`src/rtl/mouse_ctrl.sv`:
```
// mouse_ctrl: PS/2 mouse power-up handshake, 3-byte packet assembly and clamped cursor tracking.
// Optional watchdog is built only when MOUSE_TIMEOUT_EN is defined.
module mouse_ctrl #(
   parameter int unsigned SCREEN_W = 320,
   parameter int unsigned SCREEN_H = 240,
   parameter int unsigned X_INIT   = 160,
   parameter int unsigned Y_INIT   = 120
`ifdef MOUSE_TIMEOUT_EN
   ,
   parameter int unsigned TIMEOUT_CYCLES = 2000000
`endif
) (
   input  logic       clk_i,
   input  logic       reset_i,
   input  logic [7:0] rx_data_i,
   input  logic       rx_valid_i,
   output logic [7:0] tx_data_o,
   output logic       tx_req_o,
   input  logic       tx_ack_i,
   output logic [8:0] x_o,
   output logic [8:0] y_o,
   output logic [2:0] btn_o,
   output logic       done_o,
   output logic       init_ok_o
);

   typedef enum logic [2:0] {
      StSendRst,
      StWaitAck1,
      StWaitBat,
      StWaitId,
      StSendEn,
      StWaitAck2,
      StStream
   } state_e;

   localparam logic signed [10:0] XMax = 11'(SCREEN_W - 1);
   localparam logic signed [10:0] YMax = 11'(SCREEN_H - 1);

   state_e     state_q;
   logic [1:0] byte_idx_q;
   // Header without the always-one bit: {yov, xov, ysgn, xsgn, M, R, L}
   logic [6:0] hdr_q;
   logic [7:0] dx_lo_q;
   logic [8:0] x_q, y_q;
   logic [2:0] btn_q;
   logic       done_q;
   logic       tx_req_q;
   logic [7:0] tx_data_q;

   logic              in_send, rx_acc, tx_done, timeout;
   logic signed [10:0] nx, ny;
   logic [8:0]        x_next, y_next;

   always_comb begin
      in_send = (state_q == StSendRst) || (state_q == StSendEn);
      rx_acc  = rx_valid_i && !in_send;
      tx_done = in_send && tx_req_q && tx_ack_i;
   end

   // Cursor arithmetic: byte2 is taken straight from the bus so the update lands on the next edge.
   always_comb begin
      nx     = $signed({2'b00, x_q}) + $signed({{2{hdr_q[3]}}, hdr_q[3], dx_lo_q});
      ny     = $signed({2'b00, y_q}) - $signed({{3{hdr_q[4]}}, rx_data_i});
      x_next = x_q;
      y_next = y_q;
      if (!hdr_q[5]) begin
         if (nx < 0) begin
            x_next = '0;
         end else if (nx > XMax) begin
            x_next = XMax[8:0];
         end else begin
            x_next = nx[8:0];
         end
      end
      if (!hdr_q[6]) begin
         if (ny < 0) begin
            y_next = '0;
         end else if (ny > YMax) begin
            y_next = YMax[8:0];
         end else begin
            y_next = ny[8:0];
         end
      end
   end

`ifdef MOUSE_TIMEOUT_EN
   localparam int unsigned CntW = $clog2(TIMEOUT_CYCLES + 1);
   localparam logic [CntW-1:0] CntLast = CntW'(TIMEOUT_CYCLES - 1);

   logic [CntW-1:0] tmo_cnt_q;
   logic            tmo_armed;

   // Every state change happens on rx_acc, tx_done or timeout, so those clear the counter.
   always_comb begin
      tmo_armed = (state_q != StStream) || (byte_idx_q != 2'd0);
      timeout   = tmo_armed && !rx_acc && !tx_done && (tmo_cnt_q >= CntLast);
   end

   always_ff @(posedge clk_i) begin
      if (reset_i || rx_acc || tx_done || timeout) begin
         tmo_cnt_q <= '0;
      end else if (tmo_cnt_q < CntLast) begin
         tmo_cnt_q <= tmo_cnt_q + CntW'(1);
      end
   end
`else
   assign timeout = 1'b0;
`endif

   always_ff @(posedge clk_i) begin
      if (reset_i) begin
         state_q    <= StSendRst;
         byte_idx_q <= '0;
         hdr_q      <= '0;
         dx_lo_q    <= '0;
         x_q        <= 9'(X_INIT);
         y_q        <= 9'(Y_INIT);
         btn_q      <= '0;
         done_q     <= 1'b0;
         tx_req_q   <= 1'b0;
         tx_data_q  <= '0;
      end else begin
         done_q <= 1'b0;
         if (timeout) begin
            if (state_q == StStream) begin
               byte_idx_q <= '0;
            end else begin
               state_q  <= StSendRst;
               tx_req_q <= 1'b0;
            end
         end else begin
            case (state_q)
               StSendRst, StSendEn: begin
                  if (tx_done) begin
                     tx_req_q <= 1'b0;
                     if (state_q == StSendRst) begin
                        state_q <= StWaitAck1;
                     end else begin
                        state_q <= StWaitAck2;
                     end
                  end else begin
                     tx_req_q  <= 1'b1;
                     tx_data_q <= (state_q == StSendRst) ? 8'hFF : 8'hF4;
                  end
               end
               StWaitAck1: begin
                  if (rx_valid_i) begin
                     state_q <= (rx_data_i == 8'hFA) ? StWaitBat : StSendRst;
                  end
               end
               StWaitBat: begin
                  if (rx_valid_i) begin
                     state_q <= (rx_data_i == 8'hAA) ? StWaitId : StSendRst;
                  end
               end
               StWaitId: begin
                  if (rx_valid_i) begin
                     state_q <= (rx_data_i == 8'h00) ? StSendEn : StSendRst;
                  end
               end
               StWaitAck2: begin
                  if (rx_valid_i) begin
                     if (rx_data_i == 8'hFA) begin
                        state_q <= StStream;
                     end else if (rx_data_i == 8'hFE) begin
                        state_q <= StSendEn;
                     end else begin
                        state_q <= StSendRst;
                     end
                  end
               end
               StStream: begin
                  if (rx_valid_i) begin
                     case (byte_idx_q)
                        2'd0: begin
                           // Bit 3 of a header is always set; anything else means we lost sync.
                           if (rx_data_i[3]) begin
                              hdr_q      <= {rx_data_i[7:4], rx_data_i[2:0]};
                              byte_idx_q <= 2'd1;
                           end
                        end
                        2'd1: begin
                           dx_lo_q    <= rx_data_i;
                           byte_idx_q <= 2'd2;
                        end
                        default: begin
                           x_q        <= x_next;
                           y_q        <= y_next;
                           btn_q      <= hdr_q[2:0];
                           done_q     <= 1'b1;
                           byte_idx_q <= 2'd0;
                        end
                     endcase
                  end
               end
               default: begin
                  state_q <= StSendRst;
               end
            endcase
         end
      end
   end

   assign tx_data_o = tx_data_q;
   assign tx_req_o  = tx_req_q;
   assign x_o       = x_q;
   assign y_o       = y_q;
   assign btn_o     = btn_q;
   assign done_o    = done_q;
   assign init_ok_o = (state_q == StStream);

endmodule

```
`config.mk`:
```
export PLATFORM = sky130hd
export DESIGN_NAME = mouse_ctrl
export DESIGN_NICKNAME = d
export VERILOG_FILES = /design/src/rtl/mouse_ctrl.sv
export SDC_FILE = /design/constraint.sdc
export NUM_CORES = 1
export LEC_CHECK = 0
export BUFFER_PORTS_ARGS = -buffer_cell sky130_fd_sc_hd__buf_2
export CORE_ASPECT_RATIO = 1.1
export CORE_UTILIZATION = 50
export CTS_CLUSTER_SIZE = 10
export DETAILED_ROUTE_END_ITERATION = 12
export PLACE_DENSITY = 0.76
export SLEW_MARGIN = 10
export SYNTH_ARGS = -nofsm -noshare
export SYNTH_HDL_FRONTEND = slang
export SYNTH_SLANG_ARGS = --single-unit
```
`constraint.sdc`:
```
create_clock -name clk_i -period 2.66 [get_ports clk_i]
set_input_delay 0.133 -clock clk_i [delete_from_list [all_inputs] [get_ports clk_i]]
set_output_delay 0.133 -clock clk_i [all_outputs]
set_load 0.01 [all_outputs]
```
# [Word-level counts from Yosys, hierarchy flattened]
# Index checks and enable logic that the tools add are counted.
[totals] register_bits=51 latchBits=0 ram_bits=0 rom_bits=0 out_inout_bits=32 memories=0
[classes] addsub=2 n_mul=0 div_mod_pow=0 n_lt_le_gt_ge=4 eq_ne=16 shifts=0 n_mux=21 n_bitwise=6 reduce_logical=17
[ops] cell="2-to-1 mux 9 bit" count=4
[ops] cell="2-to-1 mux 3 bit" count=9
[ops] cell="== test 8 bit, second input constant" count=3
[ops] cell="less-than comparator 11 x 1 -> 1 bit, second input constant" count=2
[ops] cell="one-hot mux 3 bit (6 select lines)" count=1
[ops] cell="!= test 2 bit, second input constant" count=6
[ops] cell="AND reduction 4 bit" count=3
[ops] cell="adder 10 x 9 -> 11 bit" count=1
[ops] cell="greater-than comparator 11 x 10 -> 1 bit, second input constant" count=1
[ops] cell="greater-than comparator 11 x 9 -> 1 bit, second input constant" count=1
[ops] cell="subtractor 10 x 9 -> 11 bit" count=1
[ops] cell="== test 3 bit, second input constant" count=3
[ops] cell="AND reduction 3 bit" count=3
[ops] cell="zero test 8 bit" count=1
[ops] cell="== test 3 x 2 -> 1 bit, second input constant" count=2
[ops] cell="2-to-1 mux 2 bit" count=3
[ops] cell="NOT 1 bit" count=6
[ops] cell="AND reduction 6 bit" count=1
[ops] cell="2-to-1 mux 4 bit" count=1
[ops] cell="one-hot mux 2 bit (2 select lines)" count=1
[ops] cell="OR reduction 2 bit" count=2
[ops] cell="== test 3 x 1 -> 1 bit, second input constant" count=1
[ops] cell="zero test 3 bit" count=1
[ops] cell="OR reduction 3 bit" count=1
[ops] cell="6 further kinds" count=8

# [Logic depth before layout (Yosys ltp)]
[depth] ltp_word=6 depth_mapped=11 mapped_depth_nobuf=11

# [Worst setup path after synthesis]
# OpenSTA, ideal clock, no wires.
[synth_timing] path_kind="register to register" from="register y_q[0], in the netlist y_o[0]" to="register y_q[4], in the netlist y_o[4]" arrival_time_ns=2.363 path_slack_ns=0.176 path_stages_with_launch=12 path_buffers=0 cell_sequence="dfxtp_1 -> inv_1 -> ha_1 -> inv_1 -> fa_1 -> a211o_1 -> a21o_1 -> a31oi_4 -> xnor2_1 -> and2_4 -> and3_1 -> a221o_1"
[synth_between] elab_chain_len=4
[synth_lines] item="from (decl)" line="45" source="logic [8:0] x_q, y_q;"
[synth_lines] item="from (signal assigned)" line="118" source="y_q <= 9'(Y_INIT);"
[synth_lines] item="from (signal assigned)" line="189" source="y_q <= y_next;"
[synth_lines] item="subtractor 10 x 9 -> 11 bit (*)" line="64" source="ny = $signed({2'b00, y_q}) - $signed({{3{hdr_q[4]}}, rx_data_i});"
[synth_lines] item="greater-than comparator 11 x 9 -> 1 bit" line="79" source="end else if (ny > YMax) begin"
[synth_lines] item="2-to-1 mux 9 bit" line="79"
[synth_lines] item="2-to-1 mux 9 bit (*)" line="77" source="if (ny < 0) begin"
# Every way passes the cells marked *; elsewhere a longest branch is shown, timed or not.
# A chain may end at the register's enable or synchronous reset.

# [Final worst setup path]
# Same ends and word-level chain as after synthesis.

==> metrics.yaml <==
run_status:
  status: "finished, final reports clean"
worst_setup_path:
  critical_path.max_stage_delay_ns: 0.36
  timing.critical_path.max_delay_family: "compound AO/OA/AOI/OAI gates"
  timing.critical_path.mode_cell: "inv_1"
  crit_chain: "inv_1 > ha_1 > inv_1 > fa_2 > a211o_1 > a21o_1 > a31oi_4 > xnor2_1 > and2_4 > and3_1 > a221o_1"
  kind_of_end_point_of_the_critical_path: "register"
  worst_setup_path_start_kind: "register"
  cp.buffers_inverters: 2
  path_max_fanout: 5
  critPathArrivalTime_ns: 2.76
  timing_worst_setup_path_type: "reg2reg"
  critPathRequiredTime_ns: 2.86
  crit_slowest_cell: "fa_2"
timing:
  slew_headroom: 0.486
  final-setup-viol-count: 0
  timing_hold_violations_final: 0
  actual_slew_at_the_worst_max_slew_pin_ns: 0.771
  final.setup.tns_ns: 0
  slew_viol_final: 0
  max_freq_mhz: 391
  clock_skew_ns: 0.00831
  post-route-period-util: 0.963
  grt_setup_unrepaired: "false"
  layout_min_cycle_time_ns: 2.56
logic_synthesis:
  synth_area_sq_mm: 0.00278
  synth_compound_area_frac: 0.235
  synth.cells.most_frequent: "dfxtp_1 (45), nor2_1 (40), nand2_1 (34)"
  synth_seq_area_share: 0.324
  yosysMostFrequentCell: "dfxtp_1"
  synth_xor_xnor_area_share: 0.0442
  synth_top_cell_by_area: "dfxtp_1"
  yosysWarningCount: 0
  synth_ff_type: "dfxtp_1"
  post_synth_edffs: 0
  combinational_family_with_the_most_area_after_synthesis: "compound AO/OA/AOI/OAI gates"
  synth_cell_types: 51
  multiplexer_share_of_the_synthesized_area: 0.0397
  yosysTopAreaCellShare: 0.324
  fraction_of_synthesis_flops_using_an_asynchronous_set_or_reset_pin: 0
  synth.avg_cell_area_sq_um: 8.17
  synth-simple-area-share: 0.201
  flip_flop_and_latch_count_after_synthesis: 45
  post_synth_inst_count: 340
  synth_area_leaders: "dfxtp_1 (32%), ha_1 (9.0%), a21oi_1 (5.8%)"
  syn_nets: 374
  post_synth_fa_ha_maj_area_fraction: 0.105
pwr:
  power_density_mw_per_mm2: 407
  sw_frac_of_total: 0.273
  seq_power_share: 0.542
  peakVddDrop_v: 0.000239
  clock_power_share: 0.337
  p_comb_frac: 0.121
  cell_internal_pwr_mw: 0.926
  power_leakage_nw: 1.34
  p_switching_mw: 0.347
cts:
  cts_inserted_buffers: 5
  clock_tree.root_cell: "clkbuf_8"
  clock_insertion_delay_worst_skew_ns: 0.31
  clk_transition_reported_paths_ns: 0.09
  cts_hold_buffers: 0
  tritoncts_clock_tree: "yes"
  cts.repair_timing.setup_buffer_count: 0
  post_cts_resize_count: 0
  cts_buffer_depth: 2
  tritoncts_num_sinks: 45
  cts-htree-levels: 2
detailed_routing:
  drt-initial-drc-count: 182
  wire_per_inst_microns: 14.1
  first_pass_iters: 4
  remaining_drc_errors: 0
  wirelength_microns: 6420
  vias: 2537
  antenna_violating_nets_post_route: 0
  routed_via_density: 5.59
job:
  drv.max_cap_violation_count: 0
worst_hold_path:
  hp-class: "in2reg"
floorplan:
  placementRows: 28
  floorplan.initialDensity: 0.518
  dieArea_sq_mm: 0.00586
  floorplan.io_pins: 44
  die_height_microns: 80.2
  floorplan.core_area_sq_mm: 0.00536
  die_width_microns: 73.1
final_layout:
  area_growth_pct: 12.8
  utilization_of_the_core_after_routing: 0.585
  nets: 412
  final_layout_size_suffix_gt1_frac: 0.172
  antenna-diode-count: 0
global_route:
  globalRoute.busiestLayer: "met2"
  grt_pass1_vias: 2269
  global_route.usage.met1: 0.275
  number_of_antenna_violations_at_the_first_check_in_global_routing: 0
  globalRoute.totalOverflow: 0
  largest_net_degree_at_the_start_of_global_routing: 43
  global_route.usage.met3: 0.0289
  global_route.usage.met2: 0.392
  grt_pass1_wl_microns: 10200
  grt.total_usage: 0.223
placement:
  gp_routability_congestion: 0.855
  port-buffer-count: 43
  hpwl_microns: 4840
[cell type report]
class | instances | area (sq um)
clock inverter | 1 | 7.51
tap | 75 | 93.8
timing repair buffer | 47 | 245
multi-input combinational | 263 | 1750
sequential | 45 | 901
inverter | 16 | 60.1
fill | 507 | 2230
clock buffer | 7 | 76.3
[power groups by stage]
| stage | clock, mW | combinational, mW | sequential (mW) |
|---|---|---|---|
| 6_report | 0.429 | 0.154 | 0.690 |
| 5_1_grt | 0.462 | 0.169 | 0.692 |
| 4_1_cts | 0.437 | 0.153 | 0.690 |
| 3_5_place_dp | 0 | 0.152 | 0.706 |
| 3_3_place_gp | 0 | 0.151 | 0.705 |
| 2_1_floorplan | 0 | 0.114 | 0.704 |
[per-layer routing]
layer | wire length (microns) | part of all wire
met1 | 3030 | 0.47
met2 | 3110 | 0.48
met3 | 174 | 0.027
met4 | 104 | 0.016
met5 | 0 | 0
[through the flow]
stage                     cells  hold WS, ns  total power, mW  area, sq um  setup slack [ns]
final                       454        0.103             1.27         3130            0.0994
after global routing        454        0.115             1.32         3130           0.00144
after CTS                   454        0.106             1.28         3120            0.0626
after detailed placement    446        0.426            0.858         3030            0.0669
after global placement      446        0.418            0.856         3030             0.101
after floorplan             340        0.269            0.817         2780             0.176
[flip-flops by register name, indices dropped and copies added (netlist names)]
register	count
x_o	9
y_o	9
dx_lo_q	8
hdr_q	7
btn_o	3
state_q	3
byte_idx_q	2
tx_data_o	2
done_o	1
tx_req_o	1
[cells in the final DEF (no fill, tap or decap), drive strengths merged, types with 6 or more instances in the layout]
cell | Yosys | routed
buf | 7 | 47
dfxtp | 45 | 45
nor2 | 40 | 40
nand2 | 34 | 34
a21oi | 32 | 32
ha | 20 | 20
o21ai | 17 | 17
inv | 16 | 16
nor3 | 12 | 12
mux2i | 11 | 11
xor2 | 8 | 8
a21o | 7 | 7
nor4 | 7 | 7
a211oi | 7 | 7
clkbuf | 9 | 7
o21a | 6 | 6
xnor2 | 6 | 6
[cells by family (layout without fill, tap and decap cells)]
kind of cell	after synthesis	count (layout)
AO/OA/AOI/OAI	99	99
multiplexers	11	11
flip-flops	45	45
AND/OR/NAND/NOR	117	117
buffers and inverters	32	71
adder cells (fa/ha/maj)	22	22
XOR/XNOR	14	14
[worst min-delay path: cells and delay by family]
kind	cells	cell delay, ns
buffers and inverters	1	0.13
and+or+nand+nor	1	0.06
AOI/OAI and AO/OA	1	0.05
[worst paths after layout]
path,slack [ns],depth (start not counted),to,start
setup / recovery,0.1,11,y_o[4]$_SDFFE_PP1P_,y_o[0]$_SDFFE_PP0P_
setup reg to reg,0.1,11,y_o[4]$_SDFFE_PP1P_,y_o[0]$_SDFFE_PP0P_
hold reg to reg,0.46,2,dx_lo_q[2]$_SDFFE_PP0P_,dx_lo_q[2]$_SDFFE_PP0P_
hold / removal,0.10,3,dx_lo_q[6]$_SDFFE_PP0P_,rx_data_i[6]
Power figures use the tool's default switching activity.
